`src/rtl/alu_issue_if.sv`:
```
// Issue-stage bus: instruction handshake, ALU operand/result path, writeback and debug port.
// The issue stage connects as slave; the instruction source / ALU side connects as master.
interface alu_issue_if;
    logic [31:0] instr;
    logic        instr_valid;
    logic        instr_ready;
    logic [31:0] alu_a;
    logic [31:0] alu_b;
    logic [5:0]  alu_op;
    logic [31:0] alu_result;
    logic        wb_valid;
    logic [4:0]  wb_rd;
    logic [31:0] wb_data;
    logic        illegal;
    logic [4:0]  dbg_addr;
    logic [31:0] dbg_data;

    modport master (
        output instr, instr_valid, alu_result, dbg_addr,
        input  instr_ready, alu_a, alu_b, alu_op, wb_valid, wb_rd, wb_data, illegal, dbg_data
    );

    modport slave (
        input  instr, instr_valid, alu_result, dbg_addr,
        output instr_ready, alu_a, alu_b, alu_op, wb_valid, wb_rd, wb_data, illegal, dbg_data
    );
endinterface

```
`src/rtl/alu_issue.sv`:
```
// RV32I OP/OP-IMM issue stage for the registered ALU: decode, register file read with
// EX forwarding, one-cycle stall on an ISSUE-stage dependency, and writeback of the ALU result.
module alu_issue #(
    parameter int XLEN  = 32,
    parameter int NREGS = 32
) (
    input logic        clk,
    input logic        rst_n,
    alu_issue_if.slave bus
);
    localparam logic [5:0] OP_ADD   = 6'd0;
    localparam logic [5:0] OP_SUB   = 6'd1;
    localparam logic [5:0] OP_SLL   = 6'd2;
    localparam logic [5:0] OP_SLT   = 6'd3;
    localparam logic [5:0] OP_SLTU  = 6'd4;
    localparam logic [5:0] OP_XOR   = 6'd5;
    localparam logic [5:0] OP_SRL   = 6'd6;
    localparam logic [5:0] OP_SRA   = 6'd7;
    localparam logic [5:0] OP_OR    = 6'd8;
    localparam logic [5:0] OP_AND   = 6'd9;
    localparam logic [5:0] OP_ADDI  = 6'd16;
    localparam logic [5:0] OP_SLTI  = 6'd17;
    localparam logic [5:0] OP_SLTIU = 6'd18;
    localparam logic [5:0] OP_XORI  = 6'd19;
    localparam logic [5:0] OP_ORI   = 6'd20;
    localparam logic [5:0] OP_ANDI  = 6'd21;
    localparam logic [5:0] OP_SLLI  = 6'd22;
    localparam logic [5:0] OP_SRLI  = 6'd23;
    localparam logic [5:0] OP_SRAI  = 6'd24;

    logic [XLEN-1:0] rf [NREGS];

    logic            iss_v, ex_v, illegal_q;
    logic [4:0]      iss_rd, ex_rd;
    logic [XLEN-1:0] alu_a_q, alu_b_q;
    logic [5:0]      alu_op_q;

    logic [6:0]      opcode, funct7;
    logic [2:0]      funct3;
    logic [4:0]      rd, rs1, rs2;
    logic            is_op, is_opimm, legal, use_imm, shamt_imm;
    logic [5:0]      dec_op;
    logic            hazard, ready, accept;
    logic [XLEN-1:0] rs1_val, rs2_val, imm_b, op_b;

    assign opcode   = bus.instr[6:0];
    assign rd       = bus.instr[11:7];
    assign funct3   = bus.instr[14:12];
    assign rs1      = bus.instr[19:15];
    assign rs2      = bus.instr[24:20];
    assign funct7   = bus.instr[31:25];
    assign is_op    = (opcode == 7'b0110011);
    assign is_opimm = (opcode == 7'b0010011);

    always_comb begin
        legal     = 1'b0;
        dec_op    = OP_ADD;
        use_imm   = 1'b0;
        shamt_imm = 1'b0;
        if (is_op) begin
            legal = 1'b1;
            case ({funct7, funct3})
                10'b0000000_000: dec_op = OP_ADD;
                10'b0000000_001: dec_op = OP_SLL;
                10'b0000000_010: dec_op = OP_SLT;
                10'b0000000_011: dec_op = OP_SLTU;
                10'b0000000_100: dec_op = OP_XOR;
                10'b0000000_101: dec_op = OP_SRL;
                10'b0000000_110: dec_op = OP_OR;
                10'b0000000_111: dec_op = OP_AND;
                10'b0100000_000: dec_op = OP_SUB;
                10'b0100000_101: dec_op = OP_SRA;
                default:         legal  = 1'b0;
            endcase
        end else if (is_opimm) begin
            legal   = 1'b1;
            use_imm = 1'b1;
            case (funct3)
                3'b000: dec_op = OP_ADDI;
                3'b010: dec_op = OP_SLTI;
                3'b011: dec_op = OP_SLTIU;
                3'b100: dec_op = OP_XORI;
                3'b110: dec_op = OP_ORI;
                3'b111: dec_op = OP_ANDI;
                3'b001: begin
                    shamt_imm = 1'b1;
                    dec_op    = OP_SLLI;
                    legal     = (funct7 == 7'b0000000);
                end
                default: begin
                    shamt_imm = 1'b1;
                    if (funct7 == 7'b0000000)      dec_op = OP_SRLI;
                    else if (funct7 == 7'b0100000) dec_op = OP_SRAI;
                    else                           legal  = 1'b0;
                end
            endcase
        end
    end

    // Only the ISSUE-stage result is not yet visible; EX results are forwarded from alu_result.
    assign hazard = iss_v && (iss_rd != 5'd0) && (is_op || is_opimm) &&
                    ((rs1 == iss_rd) || (is_op && (rs2 == iss_rd)));
    assign ready  = rst_n && !hazard;
    assign accept = bus.instr_valid && ready;

    assign rs1_val = (rs1 == 5'd0) ? '0 :
                     (ex_v && (ex_rd == rs1)) ? bus.alu_result : rf[rs1];
    assign rs2_val = (rs2 == 5'd0) ? '0 :
                     (ex_v && (ex_rd == rs2)) ? bus.alu_result : rf[rs2];
    assign imm_b   = shamt_imm ? {27'b0, bus.instr[24:20]} : {{20{bus.instr[31]}}, bus.instr[31:20]};
    assign op_b    = use_imm ? imm_b : rs2_val;

    always_ff @(posedge clk) begin
        if (!rst_n) begin
            iss_v     <= 1'b0;
            ex_v      <= 1'b0;
            illegal_q <= 1'b0;
            iss_rd    <= '0;
            ex_rd     <= '0;
            alu_a_q   <= '0;
            alu_b_q   <= '0;
            alu_op_q  <= OP_ADD;
            for (int i = 0; i < NREGS; i++) rf[i] <= '0;
        end else begin
            iss_v     <= accept && legal;
            illegal_q <= accept && !legal;
            if (accept) iss_rd <= rd;
            if (accept && legal) begin
                alu_a_q  <= rs1_val;
                alu_b_q  <= op_b;
                alu_op_q <= dec_op;
            end
            ex_v  <= iss_v;
            ex_rd <= iss_rd;
            if (ex_v && (ex_rd != 5'd0)) rf[ex_rd] <= bus.alu_result;
        end
    end

    assign bus.instr_ready = ready;
    assign bus.alu_a       = alu_a_q;
    assign bus.alu_b       = alu_b_q;
    assign bus.alu_op      = alu_op_q;
    assign bus.illegal     = illegal_q;
    assign bus.wb_valid    = ex_v;
    assign bus.wb_rd       = ex_rd;
    assign bus.wb_data     = bus.alu_result;
    assign bus.dbg_data    = (bus.dbg_addr == 5'd0) ? '0 : rf[bus.dbg_addr];
endmodule
```
`src/flat_wrapper.sv`:
```
// flat-port wrapper written by rule: the top's interface ports become plain ports
module alu_issue_flat 
#(
    parameter int XLEN  = 32,
    parameter int NREGS = 32
)
  (clk, rst_n, bus_instr, bus_instr_valid, bus_alu_result, bus_dbg_addr, bus_instr_ready, bus_alu_a, bus_alu_b, bus_alu_op, bus_wb_valid, bus_wb_rd, bus_wb_data, bus_illegal, bus_dbg_data);
  alu_issue_if bus_i ();
  input logic clk;
  input logic rst_n;
  input wire logic [$bits(bus_i.instr)-1:0] bus_instr;
  input wire logic [$bits(bus_i.instr_valid)-1:0] bus_instr_valid;
  input wire logic [$bits(bus_i.alu_result)-1:0] bus_alu_result;
  input wire logic [$bits(bus_i.dbg_addr)-1:0] bus_dbg_addr;
  output wire logic [$bits(bus_i.instr_ready)-1:0] bus_instr_ready;
  output wire logic [$bits(bus_i.alu_a)-1:0] bus_alu_a;
  output wire logic [$bits(bus_i.alu_b)-1:0] bus_alu_b;
  output wire logic [$bits(bus_i.alu_op)-1:0] bus_alu_op;
  output wire logic [$bits(bus_i.wb_valid)-1:0] bus_wb_valid;
  output wire logic [$bits(bus_i.wb_rd)-1:0] bus_wb_rd;
  output wire logic [$bits(bus_i.wb_data)-1:0] bus_wb_data;
  output wire logic [$bits(bus_i.illegal)-1:0] bus_illegal;
  output wire logic [$bits(bus_i.dbg_data)-1:0] bus_dbg_data;
  assign bus_i.instr = bus_instr;
  assign bus_i.instr_valid = bus_instr_valid;
  assign bus_i.alu_result = bus_alu_result;
  assign bus_i.dbg_addr = bus_dbg_addr;
  assign bus_instr_ready = bus_i.instr_ready;
  assign bus_alu_a = bus_i.alu_a;
  assign bus_alu_b = bus_i.alu_b;
  assign bus_alu_op = bus_i.alu_op;
  assign bus_wb_valid = bus_i.wb_valid;
  assign bus_wb_rd = bus_i.wb_rd;
  assign bus_wb_data = bus_i.wb_data;
  assign bus_illegal = bus_i.illegal;
  assign bus_dbg_data = bus_i.dbg_data;
  alu_issue #(.XLEN(XLEN), .NREGS(NREGS)) u_core (.clk(clk), .rst_n(rst_n), .bus(bus_i));
endmodule
```
`config.mk`:
```
export PLATFORM = sky130hd
export DESIGN_NAME = alu_issue_flat
export DESIGN_NICKNAME = d
export VERILOG_FILES = /design/src/rtl/alu_issue_if.sv /design/src/rtl/alu_issue.sv /design/src/flat_wrapper.sv
export SDC_FILE = /design/constraint.sdc
export NUM_CORES = 2
export LEC_CHECK = 0
export CORE_ASPECT_RATIO = 0.8
export CORE_MARGIN = 1.5
export CORE_UTILIZATION = 26
export DETAILED_ROUTE_END_ITERATION = 10
export PLACE_DENSITY_LB_ADDON = 0.2
export SLEW_MARGIN = 10
export SYNTH_ARGS = -nofsm -noshare
export SYNTH_HDL_FRONTEND = slang
export SYNTH_SLANG_ARGS = --single-unit
```
`constraint.sdc`:
```
create_clock -name clk -period 4.93 [get_ports clk]
set_clock_uncertainty 0.2 [all_clocks]
set_input_delay 0.986 -clock clk [delete_from_list [all_inputs] [get_ports clk]]
set_output_delay 0.986 -clock clk [all_outputs]
set_load 0.02 [all_outputs]
```
Word level (Yosys, flattened, before mapping)
Memories as Yosys holds them, arrays and structs flattened.
Cells that the tools add are included.
- bits of input ports: 72
- memories kept: 1
- word-level logic and storage cells: 88
- bits in latches: 0
- register bits: 83
- bits in writable memories: 1024
- memory bits (read-only): 0
- output and inout bits: 142
- div/mod/pow operators: 0
- add/subtract/negate cells: 0
- muxes and demuxes: 31
- multiply operators: 0
- bitwise logic cells: 0
- equal/unequal tests: 22
- reduce and logical (&&, ||, !) cells: 26
- order comparisons: 0
- shift operators: 0
- memories (name ; depth ; bits a word ; rd ports ; clocked after Yosys merged registers in ; wr ports ; RTL line ; source):
    u_core.rf ; 32 ; 32 ; 3 ; 0 ; 32 ; alu_issue.sv:31 ; logic [XLEN-1:0] rf [NREGS];
- operators by type and width (cell ; count):
    $mux 32 ; 8
    $pmux 6 s7 ; 1
    $eq 10x3->1 const B ; 4
    $pmux 4 s9 ; 1
    $reduce_or 32->1 ; 1
    $eq 10x2->1 const B ; 2
    $eq 10x9->1 const B ; 2
    $eq 5x5->1 ; 4
    $mux 6 ; 3
    $logic_not 5->1 ; 3
    $mux 1 ; 15
    $eq 7x6->1 const B ; 2
    $logic_and 1x1->1 ; 11
    $eq 10x1->1 const B ; 1
    $logic_not 10->1 ; 1
    $mux 5 ; 2
    $reduce_bool 5->1 ; 2
    $reduce_or 10->1 ; 1
    $eq 3x3->1 const B ; 3
    $eq 7x5->1 const B ; 1
    $logic_not 7->1 ; 1
    $eq 3x2->1 const B ; 2
    $reduce_or 6->1 ; 1
    $eq 3x1->1 const B ; 1
    other kinds (4) ; 6

Logic depth before layout (Yosys ltp)
- depth in word-level cells: 8
- depth in mapped cells: 11
- depth with buffers taken out: 8

Least setup slack after synthesis
OpenSTA, ideal clock, no wires.
- path kind: in2reg
- from: input rst_n
- to: memory u_core.rf[28][0], enable pin
- stages: 6
- setup time: 0.466 ns
- slack: 0.216 ns
- buffers on the path: 2
- arrival: 4.048 ns
- required time: 4.264 ns
- path through: clkbuf_1 > nand2_1 > nor3_1 > nand2_1 > clkbuf_1 > o21ai_0
- RTL lines (item ; RTL line ; source):
    start: declaration ; flat_wrapper.sv:10 ; input logic rst_n;
    end: declaration ; alu_issue.sv:31 ;

Final worst setup path
- from: input bus_dbg_addr[0]
- to: output bus_dbg_data[5]
- longest elaborated chain between the ends: 2
- elaborated cells between the ends (all ways): 3
- classes of those cells: mux: 1; reduce/logical: 1; memory: 1
- RTL lines (item ; RTL line ; source):
    start: declaration ; flat_wrapper.sv:14 ; input wire logic [$bits(bus_i.dbg_addr)-1:0] bus_dbg_addr;
    $mem_v2 32x32 / $logic_not 5->1 (equally long branches) ; - ;
    $mux 32 * ; alu_issue.sv:147 ; assign bus.dbg_data = (bus.dbg_addr == 5'd0) ? '0 : rf[bus.dbg_addr];
    end: declaration ; flat_wrapper.sv:23 ; output wire logic [$bits(bus_i.dbg_data)-1:0] bus_dbg_data;
Every way passes the cells marked *; elsewhere a longest branch is shown, timed or not.

==> impl_metrics.csv <==
group,metric,value,unit
power_and_ir_drop,ir_worst_vdd,0.283,mV
clock_tree,h-tree-depth,3,
routing,num_vias,51692,
routing,route.detailed.drc,0,
worst_setup_path,crit_slowest_cell,"a221oi_1",
synthesis,ys_top_cells_by_area,"edfxtp_1, mux4_2, and2_1",
clock_tree,clock-root-buffer,"clkbuf_16",
power_and_ir_drop,power_density,304,nW/um2
synthesis,ys_ff_latch,1106,
clock_tree,cts_max_path_buffers,3,
place,place_congestion,0.849,
power_and_ir_drop,leakage,29.0,nW
routing,detail-route-antenna-nets,0,
die,rows,166,
sta,rsz0062_at_grt,"false",
routing,met3_length,36400,um
worst_hold_path,hold_end,"u_core.bus.wb_valid",
routing,vias_per_cell,5.82,
worst_setup_path,worstSetupStartpointType,"input pin",
sta,holdWs,270,ps
job,max_cap_viol_count,0,
clock_tree,cts_tree,"built",
worst_setup_path,r2r_end,"u_core.rf[20][28]",
sta,tns,0,ps
place,portBuffers,212,
worst_setup_path,crit_required,3740,ps
die,die_h,457,um
grt,grt-ovfl-total,0,
final_layout,final_nets,5371,
routing,maxUsedRoutingLayer,"met4",
routing,wire_per_inst,38.0,um
synthesis,async_reset_ff_share,0,%
sta,fmax,205,MHz
grt,grt_pass1_vias,48986,
final_layout,area_delta_synth_final,19.5,%
place,dp_hpwl,204000,um
worst_hold_path,hold_path_startpoint,"u_core.iss_v",
worst_setup_path,max_stage_delay,590,ps
routing,drt_iter0_drc,7942,
synthesis,ys.flop_type,"edfxtp_1",
worst_setup_path,cp_num_buf_inv,4,
worst_setup_path,endpoint_kind,"primary output",
routing,route.met2.wl,143000,um
die,die_w,570,um
sta,setup_viol,0,
clock_tree,cts_buffers,120,
sta,final.setup.worst_slack,49.6,ps
worst_hold_path,hp-class,"flip-flop to flip-flop",
routing,routed_wl,338000,um
synthesis,synth_cell_types,58,
grt,grt_first_pass_wirelength,450000,um
synthesis,synth.top_cell.area_share,45.9,%
clock_tree,clkTransAtPathRegs,60,ps
grt,groute.usage.overall,25.2,%
synthesis,syn_avg_cell_area,13.0,um2
grt,antenna_found_initial,49,
sta,period_needed,4880,ps
final_layout,drive_above_1_share,23.7,%
worst_setup_path,reg2reg_depth,4,
routing,met1_length,145000,um
sta,maxSlewViolCount,0,
routing,dr.pass1.iters,8,
worst_setup_path,crit_fanout,33,
die,ioPinCount,214,
synthesis,synth-edff-count,1024,
worst_hold_path,hold_path_depth,1,
die,die-area,261000,um2
clock_tree,cts_sinks,1106,
worst_setup_path,path_cells,"buf_8, buf_12, mux4_2, mux2_2, a221oi_1, buf_4, nor3_1, buf_4",
clock_tree,ctsHoldBuffers,0,
sta,hold_viol,0,
clock_tree,worstSkewPairLatency,780,ps
synthesis,yosysWarnings,0,
worst_setup_path,crit_type,"input pin to primary output",
status,status,"finished clean",
synthesis,synth.yosys.seq_area_share,48.4,%
sta,period_share,99.0,%
worst_setup_path,r2r-start,"u_core.bus.wb_rd[3]",
worst_setup_path,critPathTopFamily,"buffers and inverters",
worst_setup_path,r2r_setup_slack,970,ps
synthesis,syn_area,67000,um2
synthesis,synthCells,5169,
sta,slew-limit-headroom,17.5,%
place,post-place-ws,-82.1,ps
grt,grt_start_max_net_pins,73,
die,core-area,256000,um2
worst_setup_path,arrival,3690,ps
die,initial_utilization,26.2,%
worst_setup_path,cp_common_cell,"buf_4",
sta,tightest_slew,1230,ps
synthesis,synth_top_area_cell,"edfxtp_1",
## how the worst max path moves through the flow
stage | cells past startpoint | to | start | slack (ps)
6_report | 8 | bus_dbg_data[5] | bus_dbg_addr[0] | 50
2_1_floorplan | 6 | u_core.rf[28][0] | rst_n | 220
4_1_cts | 9 | bus_dbg_data[26] | bus_dbg_addr[0] | 30
3_3_place_gp | 5 | bus_dbg_data[19] | bus_dbg_addr[3] | -50
5_1_grt | 8 | bus_dbg_data[5] | bus_dbg_addr[0] | 10
3_5_place_dp | 5 | bus_dbg_data[19] | bus_dbg_addr[2] | -80
## repair_timing
item,4_1_cts,5_1_grt
buffers inserted,0,0
gates resized for setup,2,1
setup endpoints to repair,2,1
gates cloned,0,0
## cell families (layout without fill, tap and decap cells)
logic type / Yosys count / count (layout) / share of synthesized area [%]
buffers and inverters: 605 / 807 / 3.68
other: 1 / 73 / 0.00560
AND/OR/NAND/NOR: 1321 / 1321 / 11.6
XOR/XNOR: 22 / 22 / 0.288
flip-flops: 1106 / 1106 / 48.4
AO/OA/AOI/OAI: 972 / 972 / 10.0
multiplexers: 1142 / 1142 / 26.1
## placed cells by master (no fill, tap or decap), types with 7 or more instances in the layout
cell type and count:
edfxtp_1 1024, and2_1 998, mux2i_1 553, mux4_2 470
buf_4 284, a221oi_1 235, o21ai_0 204, clkdlybuf4s50_1 173
nor2_1 155, a21oi_1 154, a22oi_1 124, clkbuf_16 124
mux2_2 119, buf_12 110, dfxtp_1 82, a211o_1 48
o211ai_1 41, diode_2 40, nor2_4 34, o22ai_1 33
and3_1 33, conb_1 33, o21ai_4 31, o221ai_1 30
clkinv_2 26, nor3_1 25, clkbuf_8 23, o21bai_1 21
a211oi_1 19, nand2_1 17, clkinv_1 15, xnor2_1 13
clkbuf_1 13, clkinvlp_4 12, nand2b_1 10, a222oi_1 10
bufinv_16 10, xor2_1 9, nand3_1 7
## per-layer routing
| layer | global-route usage, % | up-vias |
|---|---|---|
| met5 | 0 | - |
| li1 | - | 20501 |
| met2 | 36.7 | 3505 |
| met3 | 6.21 | 565 |
| met4 | 9.67 | 0 |
| met1 | 35.9 | 27121 |
## cell usage after synthesis (13+ instances only)
master	number
a211o_1	48
a211oi_1	20
a21oi_1	155
a221oi_1	235
a22oi_1	124
and2_1	998
and3_1	34
buf_1	85
buf_2	45
buf_4	33
clkbuf_1	434
dfxtp_1	82
edfxtp_1	1024
mux2_2	119
mux2i_1	553
mux4_2	470
nand2_1	18
nor2_1	189
nor3_1	28
o211ai_1	41
o21ai_0	235
o21bai_1	21
o221ai_1	30
o22ai_1	34
xnor2_1	13
## sequential cells by signal, indices dropped and copies added, names as in the netlist
register,cells
u_core.bus.alu_a,32
u_core.bus.alu_b,32
u_core.bus.alu_op,5
u_core.bus.illegal,1
u_core.bus.wb_rd,5
u_core.bus.wb_valid,1
u_core.iss_rd,5
u_core.iss_v,1
u_core.rf,1024
## final cells by class
type                            count  area, um2
Antenna cell                       40        100
Clock buffer                      158       3440
Clock inverter                     68        624
Fill cell                       25488     176000
Inverter                            6       26.3
Multi-Input combinational cell   3490      33000
Sequential cell                  1106      32400
Tap cell                         3444       4310
Timing Repair Buffer              575       6180
## metrics by stage
step	cells	area, um2	utilization (%)	power [mW]
after floorplan	5201	67100	-	12.9
after global placement	8621	75800	29.6	14.7
after detailed placement	8621	75800	29.6	14.7
after CTS	8847	79900	31.2	24.3
after global routing	8853	79900	31.2	24.9
final	8887	80000	31.3	24.3
## report_power, final
| group | switching [mW] | leakage [nW] | total [mW] | internal, mW |
|---|---|---|---|---|
| Combinational | 2.37 | 15.7 | 3.81 | 1.44 |
| Clock | 4.30 | 1.99 | 9.71 | 5.41 |
| Sequential | 0.251 | 11.2 | 10.8 | 10.5 |
Power figures use the tool's default switching activity.
